`config.mk`:
```
export PLATFORM = sky130hd
export DESIGN_NAME = pipe_hazard_ctrl
export DESIGN_NICKNAME = d
export VERILOG_FILES = /design/src/rtl/pipe_pkg.sv /design/src/rtl/pipe_sat_counter.sv /design/src/rtl/pipe_hazard_ctrl.sv
export SDC_FILE = /design/constraint.sdc
export NUM_CORES = 1
export LEC_CHECK = 0
export CAP_MARGIN = 40
export CORE_MARGIN = 2
export CORE_UTILIZATION = 42
export DETAILED_ROUTE_END_ITERATION = 8
export HOLD_SLACK_MARGIN = 0.02
export PLACE_DENSITY = 0.79
export SKIP_LAST_GASP = 1
export SLEW_MARGIN = 0
export SYNTH_ARGS = -nofsm -noshare
export SYNTH_HDL_FRONTEND = slang
export SYNTH_HIERARCHICAL = 1
export SYNTH_SLANG_ARGS = --single-unit
```
`constraint.sdc`:
```
create_clock -name clk -period 4.3 [get_ports clk]
set_clock_uncertainty 0.2 [all_clocks]
set_input_delay 0.86 -clock clk [delete_from_list [all_inputs] [get_ports clk]]
set_output_delay 0.86 -clock clk [all_outputs]
set_load 0.005 [all_outputs]
```
`src/rtl/pipe_pkg.sv`:
```
`default_nettype none
// ============================================================================
// Module      : pipe_pkg
// Description : Shared types and constants for the pipeline hazard controller.
// Revision    : 1.0 - initial release
// ============================================================================
package pipe_pkg;

  localparam int         PIPE_REG_AW = 5;

  localparam logic [1:0] FWD_NONE = 2'b00;
  localparam logic [1:0] FWD_WB   = 2'b01;
  localparam logic [1:0] FWD_MEM  = 2'b10;

  localparam logic [PIPE_REG_AW-1:0] REG_ZERO = 5'd0;

  typedef struct packed {
    logic                   valid;
    logic [PIPE_REG_AW-1:0] rs;
    logic [PIPE_REG_AW-1:0] rt;
    logic                   uses_rs;
    logic                   uses_rt;
    logic [PIPE_REG_AW-1:0] dest;
    logic                   reg_write;
    logic                   mem_read;
  } stage_rec_t;

  // MEM outranks WB; a load sitting in MEM has no data yet and never forwards.
  function automatic logic [1:0] fwd_sel(
    input stage_rec_t             mem_rec,
    input stage_rec_t             wb_rec,
    input logic [PIPE_REG_AW-1:0] src,
    input logic                   src_used
  );
    logic [1:0] sel;
    sel = FWD_NONE;
    if (src_used && (src != REG_ZERO)) begin
      if (wb_rec.valid && wb_rec.reg_write && (wb_rec.dest == src))
        sel = FWD_WB;
      if (mem_rec.valid && mem_rec.reg_write && !mem_rec.mem_read && (mem_rec.dest == src))
        sel = FWD_MEM;
    end
    return sel;
  endfunction

endpackage
`default_nettype wire

```
`src/rtl/pipe_sat_counter.sv`:
```
`default_nettype none
// ============================================================================
// Module      : pipe_sat_counter
// Description : Saturating up-counter, cleared only by synchronous reset.
// Revision    : 1.0 - initial release
// ============================================================================
module pipe_sat_counter #(
  parameter int CNT_W = 16
) (
  input  logic             clk,
  input  logic             reset,
  input  logic             enable,
  output logic [CNT_W-1:0] count
);

  localparam logic [CNT_W-1:0] C_MAX = {CNT_W{1'b1}};

  logic [CNT_W-1:0] r_count;

  always_ff @(posedge clk) begin
    if (reset) begin
      r_count <= '0;
    end else if (enable && (r_count != C_MAX)) begin
      r_count <= r_count + CNT_W'(1);
    end
  end

  assign count = r_count;

endmodule
`default_nettype wire

```
`src/rtl/pipe_hazard_ctrl.sv`:
```
`default_nettype none
// ============================================================================
// Module      : pipe_hazard_ctrl
// Description : Load-use stall, branch flush and EX forwarding control for a
//               5-stage MIPS pipeline, plus stall/flush statistics counters.
// Revision    : 1.0 - initial release
// ============================================================================
module pipe_hazard_ctrl
  import pipe_pkg::*;
#(
  parameter int REG_AW = 5,
  parameter int CNT_W  = 16
) (
  input  logic              clk,
  input  logic              reset,
  input  logic              id_valid,
  input  logic [REG_AW-1:0] id_rs,
  input  logic [REG_AW-1:0] id_rt,
  input  logic              id_uses_rs,
  input  logic              id_uses_rt,
  input  logic [REG_AW-1:0] id_dest,
  input  logic              id_reg_write,
  input  logic              id_mem_read,
  input  logic              ex_branch_taken,
  output logic              pc_write,
  output logic              ifid_write,
  output logic              ifid_flush,
  output logic              idex_bubble,
  output logic [1:0]        fwd_a,
  output logic [1:0]        fwd_b,
  output logic [CNT_W-1:0]  stall_cnt,
  output logic [CNT_W-1:0]  flush_cnt
);

  stage_rec_t r_ex;
  stage_rec_t r_mem;
  stage_rec_t r_wb;
  stage_rec_t w_id_rec;

  logic [PIPE_REG_AW-1:0] w_id_rs;
  logic [PIPE_REG_AW-1:0] w_id_rt;
  logic                   w_rs_hit;
  logic                   w_rt_hit;
  logic                   w_load_use;
  logic                   w_flush;
  logic                   w_stall_issue;
  logic                   w_flush_issue;

  assign w_id_rs = PIPE_REG_AW'(id_rs);
  assign w_id_rt = PIPE_REG_AW'(id_rt);

  always_comb begin
    w_id_rec           = '0;
    w_id_rec.valid     = id_valid;
    w_id_rec.rs        = w_id_rs;
    w_id_rec.rt        = w_id_rt;
    w_id_rec.uses_rs   = id_uses_rs;
    w_id_rec.uses_rt   = id_uses_rt;
    w_id_rec.dest      = PIPE_REG_AW'(id_dest);
    w_id_rec.reg_write = id_reg_write;
    w_id_rec.mem_read  = id_mem_read;
  end

  assign w_rs_hit   = id_uses_rs & (w_id_rs == r_ex.dest);
  assign w_rt_hit   = id_uses_rt & (w_id_rt == r_ex.dest);
  assign w_load_use = id_valid & r_ex.valid & r_ex.mem_read &
                      (r_ex.dest != REG_ZERO) & (w_rs_hit | w_rt_hit);
  assign w_flush    = ex_branch_taken & r_ex.valid;

  // A stall coinciding with a flush is swallowed: the flush squashes the consumer.
  assign w_stall_issue = w_load_use & ~w_flush & ~reset;
  assign w_flush_issue = w_flush & ~reset;

  always_comb begin
    pc_write    = 1'b1;
    ifid_write  = 1'b1;
    ifid_flush  = 1'b0;
    idex_bubble = 1'b0;
    fwd_a       = fwd_sel(r_mem, r_wb, r_ex.rs, r_ex.uses_rs);
    fwd_b       = fwd_sel(r_mem, r_wb, r_ex.rt, r_ex.uses_rt);
    if (reset) begin
      pc_write    = 1'b0;
      ifid_write  = 1'b0;
      ifid_flush  = 1'b1;
      idex_bubble = 1'b1;
      fwd_a       = FWD_NONE;
      fwd_b       = FWD_NONE;
    end else if (w_flush) begin
      ifid_flush  = 1'b1;
      idex_bubble = 1'b1;
    end else if (w_load_use) begin
      pc_write    = 1'b0;
      ifid_write  = 1'b0;
      idex_bubble = 1'b1;
    end
  end

  // Shadow of ID/EX, EX/MEM, MEM/WB; a bubble enters as an all-zero NOP record.
  always_ff @(posedge clk) begin
    if (reset) begin
      r_ex  <= '0;
      r_mem <= '0;
      r_wb  <= '0;
    end else begin
      r_wb  <= r_mem;
      r_mem <= r_ex;
      r_ex  <= idex_bubble ? '0 : w_id_rec;
    end
  end

  logic w_unused_wb;
  assign w_unused_wb = ^{r_wb.rs, r_wb.rt, r_wb.uses_rs, r_wb.uses_rt, r_wb.mem_read};

  pipe_sat_counter #(
    .CNT_W (CNT_W)
  ) u_stall_cnt (
    .clk    (clk),
    .reset  (reset),
    .enable (w_stall_issue),
    .count  (stall_cnt)
  );

  pipe_sat_counter #(
    .CNT_W (CNT_W)
  ) u_flush_cnt (
    .clk    (clk),
    .reset  (reset),
    .enable (w_flush_issue),
    .count  (flush_cnt)
  );

endmodule
`default_nettype wire

```
; ---- Word-level counts from Yosys, hierarchy flattened
; Cells that the tools add are included.
[classes]
add_sub_neg = 2
n_eq_ne = 8
muxes = 16
bitwise_logic = 13
n_reduce_logical = 16
[ops]
columns = op, n
row1 = adder 16 x 1 -> 16 bit (second input constant), 2
row2 = != test 16 bit (second input constant), 2
row3 = == test 5 bit, 6
row4 = nonzero test 5 bit, 3
row5 = 2-to-1 mux 2 bit, 6
row6 = logical AND 1 bit, 11
row7 = bitwise AND 1 bit, 10
row8 = 2-to-1 mux 1 bit, 10
row9 = NOT 1 bit, 2
row10 = OR reduction 2 bit, 1
row11 = zero test 1 bit, 1
row12 = OR 1 bit, 1
[totals]
regBits = 67
in_bits = 23
out_inout_bits = 40

; ---- Longest topological paths before layout
; Gate-level depths: netlist of the first run.
[logic_depth]
depth_word = 8
mapped_depth = 8

; ---- By module
; Netlist of the first run, hierarchy kept.
[modules_own_cells]
columns = mod, instances, cells_per_inst, area_each_um2, seq_area_each_um2
row1 = pipe_sat_counter, 2, 99, 848.3, 320.3
row2 = pipe_hazard_ctrl, 1, 165, 1481.4, 700.7

; ---- Worst setup path before layout of the first run
; OpenSTA, ideal clock, no wires.
[synth_path]
path_type = input-to-output
startpoint = input reset
endpoint = output fwd_b[0]
arrival_time_ps = 1927
slack_ps = 1313
path_stages = 4
n_path_buf = 0
cell_sequence = nand3b_1 -> or4_1 -> nor4_1 -> o31a_1
[synth_between]
elab_chain_cells = 1
[synth_rtl]
columns = item, line_no
row1 = "start, declared", pipe_hazard_ctrl.sv:15  ; input logic reset,
row2 = 2-to-1 mux 2 bit, pipe_hazard_ctrl.sv:81  ; if (reset) begin
row3 = "end, declared", pipe_hazard_ctrl.sv:30  ; output logic [1:0] fwd_b,
; Every way passes these cells.

; ---- Worst setup path after layout of the first run
[layout_path]
startpoint = input id_rt[0]
endpoint = output idex_bubble
[layout_between]
elab_chain_cells = 7
[layout_rtl]
columns = item, line_no
row1 = "start, declared", pipe_hazard_ctrl.sv:18  ; input logic [REG_AW-1:0] id_rt,
row2 = == test 5 bit, pipe_hazard_ctrl.sv:65  ; assign w_rt_hit = id_uses_rt & (w_id_rt == r_ex.dest);
row3 = bitwise AND 1 bit, pipe_hazard_ctrl.sv:65
row4 = OR 1 bit, pipe_hazard_ctrl.sv:67  ; (r_ex.dest != REG_ZERO) & (w_rs_hit | w_rt_hit);
row5 = bitwise AND 1 bit, pipe_hazard_ctrl.sv:67
row6 = 2-to-1 mux 1 bit, pipe_hazard_ctrl.sv:91  ; end else if (w_load_use) begin
row7 = 2-to-1 mux 1 bit, pipe_hazard_ctrl.sv:88  ; end else if (w_flush) begin
row8 = 2-to-1 mux 1 bit, pipe_hazard_ctrl.sv:81
row9 = "end, declared", pipe_hazard_ctrl.sv:28  ; output logic idex_bubble,
; Every way passes these cells.

==> metrics.md, run 1 <==
| Metric | Value |
|---|---|
| Fin crit period | 3717 ps |
| Netlist cell types | 40 |
| Worst EP required | 3240 ps |
| Initial Util | 43.58% |
| Ant. Diodes | 0 |
| Die W | 90.99 um |
| Core ar. | 7292 um^2 |
| Mux cell area share after synthesis | 1.339% |
| Avg Cell Area, Syn | 8.755 um^2 |
| CTS resizes | 0 |
| # rows | 31 |
| Fraction of registers with async set/reset | 0% |
| Switching Share | 20.05% |
| Worst setup margin | 583.3 ps |
| Cell internal pwr | 1142 uW |
| Vias | 2872 |
| Final setup vio count | 0 |
| Sw Pwr | 286.3 uW |
| Crit end category | output pin |
| Compound-gate portion of the synthesized area | 13.78% |
| Pwr Density | 344.3 nW/um^2 |
| Achievable Freq | 0.2691 GHz |
| Placer Congestion | 0.8484 |
| Total wire length | 7060 um |
| CTS Sinks | 67 |
| Final #Nets | 449 |
| Most used DFF post-synth | dfxtp_1 |
| Total GRT Usage | 18.07% |
| Status | completed |
| Synth cell count leaders | dfxtp_1, a21oi_1, nand2_1 |
| Vias in the first global route | 2679 |
| Layout cells sized above 1 | 7.009% |
| Max_cap viols | 0 |
| RSZ-0062 raised after global routing | no |
| Worst slew pin tran | 802.6 ps |
| Area Overhead vs Synth | 30.51% |
| Largest family of logic cells by synthesized area | simple AND/OR/NAND/NOR gates |
| Sequential share of the synthesized area | 42.20% |
| Post-DRT Antenna Nets | 0 |
| Syn Inst Count | 363 |
| Final Cycle Share | 86.44% |
| # Post-CTS Setup Buffers | 0 |
| Global-route wire length before repair | 12320 um |
| Syn nets | 388 |
| Cell taking the most area after synthesis | dfxtp_1 |
| I/O Buffers | 62 |
| Clock power share | 48.1% |
| Post-CTS Hold Buffers | 0 |
| Slew margin rel. | 46.09% |
| Maximum vdd ir drop | 0.1899 mV |
| Buf/Inv on CP | 3 |
| 1st-pass router iterations | 4 |
| Fin Setup TNS | 0 ps |
| Part of the power in registers | 45.7% |
| # IOs | 63 |
| Post-DP HPWL | 5025 um |
| Syn Std Cell Area | 3178 um^2 |
| Logic pwr share | 6.2% |
| Total Power | 1428 uW |
| Crit Path Max Fanout | 14 |
| CTS buffer count | 9 |
| Grt total ovfl | 0 |
| CP cell instances | clkdlybuf4s50_1 -> xnor2_1 -> nand4_1 -> o22ai_1 -> buf_4 -> a21o_1 -> clkdlybuf4s50_1 |
| Max Buffers Root-to-Sink | 2 |
| Slew Limit Fails | 0 |
| Startpoint Class | input port |
| Fin. Hold Viols | 0 |
| Post-Synth XOR/XNOR Area | 9.370% |
| Iter 0 DRT Violations | 48 |
| WL/cell | 13.40 um |
| DP Worst Slack | 592.4 ps |
| Most area-consuming cells after synthesis | dfxtp_1, a21oi_1, xnor2_1 |
| Count leader, synth | dfxtp_1 |
| Via-per-instance ratio | 5.450 |
| H-tree levels | 3 |
| Clk root buf | clkbuf_8 |
| Post-synthesis simple-gate area fraction | 29.37% |
| Die area | 8278 um^2 |
| Share of the synthesized area in the top cell type | 42.20% |
| Post-Synth Adder-Cell Area | 0.7874% |
| Initial antenna violation count | 0 |
| Most used cell, CP | clkdlybuf4s50_1 |
| CP max stage cell | clkdlybuf4s50_1 |
| Seq cells post-synth | 67 |
| CP top delay family | buffers and inverters |
| CTS tree | done |
| Pin count of the biggest net entering global routing | 55 |
| HP Class | reg2reg |
| P_leak | 0.001481 uW |
| Post-synth EDFFs | 0 |
| Post-route DRC violation count | 0 |
| Synth warnings | 6 |
| WP data arrival | 2660 ps |
| Clock slew at reported path FFs | 70 ps |
| Clock Latency Late Sink | 340 ps |
| CP max stage delay | 490 ps |
| WS Path Type | in2out |
| DIE HEIGHT | 90.99 um |
-- flip-flops by register name, summed over array words and instances (netlist names) --
signal / cells
r_ex: 20
u_stall_cnt/count: 16
r_mem: 8
u_flush_cnt/count: 16
r_wb: 7
-- metrics by stage --
stage	area [um^2]	cells	hold slack, ps	utilization, %
finish	4148	527	234.8	56.88
global route	4148	527	263.8	56.88
CTS	4148	527	238.4	56.88
detailed placement	3885	512	222.0	53.28
global placement	3885	512	216.6	53.28
floorplan	3178	363	213.8	-
-- power groups by stage --
stage	Clock, uW	Combinational [uW]	Sequential (uW)
after detailed placement	0	89.6	667
after floorplan	0	52.4	662
final	686	89.0	653
after global routing	730	101	655
after global placement	0	87.5	667
after CTS	701	90.1	653
-- kinds of logic (layout without fill, tap and decap cells) --
kind of cell / count (synthesis) / after routing
compound gates: 75 / 75
xor+xnor: 34 / 34
fa+ha+maj: 2 / 2
buf+inv: 25 / 90
flops: 67 / 67
mux: 4 / 4
simple gates: 156 / 156
-- path summary, 6_finish.rpt --
| check | slack [ps] | end | cells after the start | start |
|---|---|---|---|---|
| min | 230 | r_mem[1]$_SDFF_PP0_ | 1 | r_ex[1]$_SDFF_PP0_ |
| max | 580 | idex_bubble | 7 | id_rt[0] |
| max reg2reg | 1570 | u_stall_cnt/count[11]$_SDFFE_PP0P_ | 8 | r_ex[6]$_SDFF_PP0_ |
| min reg2reg | 230 | r_mem[1]$_SDFF_PP0_ | 1 | r_ex[1]$_SDFF_PP0_ |
-- placed cells by master, fill, tap and decap left out, drive strengths merged, types with 8 or more instances in the layout --
cell type,count
xor2,14
nor2b,19
nor2,17
clkbuf,10
dfxtp,67
o31ai,12
clkdlybuf4s50,61
or4,18
nor3,9
nand2,37
o21ai,10
nand3,13
inv,8
nand4,12
nor4,8
xnor2,20
a21oi,42
-- cell type report --
| cell class | count | area, um^2 |
|---|---|---|
| inverter | 8 | 30.03 |
| tap | 99 | 123.9 |
| clock buffer | 10 | 137.6 |
| sequential | 67 | 1341 |
| fill | 681 | 3144 |
| multi-input combinational | 271 | 1737 |
| timing repair buffer | 67 | 653.1 |
| clock inverter | 5 | 125.1 |
-- per-layer routing --
| layer | vias to the layer above | global-route usage [%] | wire length, um |
|---|---|---|---|
| met5 | - | 0 | 0 |
| met3 | 9 | 3.485 | 312 |
| met4 | 0 | 8.712 | 117 |
| li1 | 1449 | - | - |
| met2 | 72 | 28.33 | 3276 |
| met1 | 1342 | 23.84 | 3353 |
Power figures use the tool's default switching activity.
==> inputs of run 2 (changes only) <==
Settings changed: CORE_MARGIN 2 to 5.
==> metrics.md, run 2 (synthesis results as in run 1) <==
| Metric | Value |
|---|---|
| Vias | 2875 |
| Initial antenna violation count | 0 |
| Post-CTS Hold Buffers | 0 |
| # IOs | 63 |
| Logic pwr share | 6.8% |
| Core Util, Final | 56.50% |
| WP data arrival | 2780 ps |
| Grt total ovfl | 0 |
| Startpoint Class | input port |
| Worst EP required | 3240 ps |
| Ant. Diodes | 0 |
| Fin. Hold Viols | 0 |
| Final setup vio count | 0 |
| Most frequent cells in the layout | dfxtp_1, clkdlybuf4s50_1, a21oi_1, nand2_1, xnor2_1 |
| Vias in the first global route | 2756 |
| Pwr Density | 323.7 nW/um^2 |
| Largest register FFs | 20 |
| Register-to-Register Path Depth | 7 |
| HP Class | reg2reg |
| R2R Setup Slk | 1390 ps |
| Sink of the worst hold path | r_mem[1]$_SDFF_PP0_ |
| Finished Cell Area | 4120 um^2 |
| # rows | 31 |
| Slew margin rel. | 45.64% |
| CP top delay family | buffers and inverters |
| Cells after DPL | 513 |
| Largest register by flop count | r_ex |
| Die area | 9406 um^2 |
| Via-per-instance ratio | 5.435 |
| P_leak | 0.001467 uW |
| CP max stage cell | clkdlybuf4s50_1 |
| Worst R2R End | u_stall_cnt/count[11]$_SDFFE_PP0P_ |
| Max_cap viols | 0 |
| Crit end category | output pin |
| CTS tree | done |
| Die W | 96.99 um |
| Post-DRT Antenna Nets | 0 |
| WS Path Type | in2out |
| Placement Cell Area | 3892 um^2 |
| Final #Nets | 450 |
| 1st-pass router iterations | 4 |
| CTS buffer count | 9 |
| Most used cell, CP | clkdlybuf4s50_1 |
| CTS resizes | 0 |
| CTS Sinks | 67 |
| Crit Path Max Fanout | 5 |
| Clk root buf | clkbuf_8 |
| Status | completed |
| Final Non-Filler Cells | 529 |
| Pin count of the biggest net entering global routing | 55 |
| H-tree levels | 3 |
| Iter 0 DRT Violations | 141 |
| RSZ-0062 raised after global routing | no |
| Total wire length | 7507 um |
| Layout cells sized above 1 | 7.209% |
| Max Buffers Root-to-Sink | 2 |
| Maximum vdd ir drop | 0.2210 mV |
| Total GRT Usage | 15.93% |
| Achievable Freq | 0.2607 GHz |
| Initial Util | 43.58% |
| Area Overhead vs Synth | 29.65% |
| Commonest non-fill, non-tap cell in the layout | dfxtp_1 |
| CP cell instances | clkdlybuf4s50_1 -> xnor2_1 -> nand4_1 -> o22ai_1 -> a31oi_1 -> clkdlybuf4s50_1 |
| Worst hold path startpoint | r_ex[1]$_SDFF_PP0_ |
| Worst slew pin tran | 809.4 ps |
| Sw Pwr | 290.0 uW |
| DIE HEIGHT | 96.99 um |
| Buf/Inv on CP | 2 |
| Worst r2r src | r_ex[3]$_SDFF_PP0_ |
| Fin Setup TNS | 0 ps |
| Clock power share | 44.3% |
| # Post-CTS Setup Buffers | 0 |
| Cell internal pwr | 1044 uW |
| I/O Buffers | 62 |
| Final Cycle Share | 89.21% |
| DP Worst Slack | 461.4 ps |
| Core ar. | 7292 um^2 |
| CP max stage delay | 490 ps |
| Slew Limit Fails | 0 |
| Switching Share | 21.74% |
| Clock slew at reported path FFs | 70 ps |
| Hold path cells | 1 |
| WL/cell | 14.19 um |
| Placer Congestion | 0.8412 |
| Worst setup margin | 463.8 ps |
| Global-route wire length before repair | 12740 um |
| Post-DP HPWL | 5417 um |
| Post-route DRC violation count | 0 |
| Part of the power in registers | 49.0% |
| Fin crit period | 3836 ps |
| Clock Latency Late Sink | 330 ps |
-- run 2: cell count changes in the layout (fill, tap and decap cells not counted) --
cell | before | now
clkbuf_8 | 10 | 11
clkbuf_1 | 0 | 1
bufinv_16 | 4 | 2
clkinvlp_4 | 0 | 1
buf_4 | 5 | 6
-- run 2: worst max-delay path by stage --
stage	from	end	slack [ps]	cells after the start
final	id_rt[1]	ifid_write	460	6
after global routing	id_rt[3]	ifid_write	370	6
after CTS	id_rt[1]	ifid_write	450	6
after detailed placement	id_rt[3]	ifid_write	460	6
after global placement	id_rt[0]	idex_bubble	570	6
after floorplan	reset	fwd_b[0]	1310	4
-- run 2: power groups by stage --
stage	registers, uW	clock network (uW)	logic [uW]
floorplan	662	0	52.4
global placement	666	0	87.7
detailed placement	667	0	90.7
CTS	653	601	91.2
global route	655	627	100
finish	653	590	90.4
-- run 2: worst register-to-register path, delay by kind of cell, from the launching register on --
| family | cells | cell delay, ps |
|---|---|---|
| xor gates and xnor gates | 1 | 170 |
| and+or+nand+nor | 4 | 1200 |
| muxes | 1 | 370 |
| AOI/OAI and AO/OA | 1 | 450 |
| DFF | 1 | 430 |
-- run 2: routing by layer --
metal / track usage (%) / part of all wire [%]
met5: 0 / 0
met4: 7.883 / 2.4
met3: 2.878 / 3.6
met2: 25.90 / 47
met1: 20.21 / 47
-- run 2: through the flow --
step,hold WS [ps],total power (uW)
2_1_floorplan,213.8,714.1
3_3_place_gp,216.6,754.2
3_5_place_dp,235.7,757.9
4_1_cts,250.2,1345
5_1_grt,254.4,1382
6_report,243.5,1334
-- run 2: area by class of cell --
class / instances / area [um^2]
Sequential cell: 67 / 1341
Tap cell: 99 / 123.9
Fill cell: 680 / 3172
Clock inverter: 4 / 72.57
Clock buffer: 12 / 155.1
Inverter: 8 / 30.03
Timing Repair Buffer: 68 / 660.6
Multi-Input combinational cell: 271 / 1737
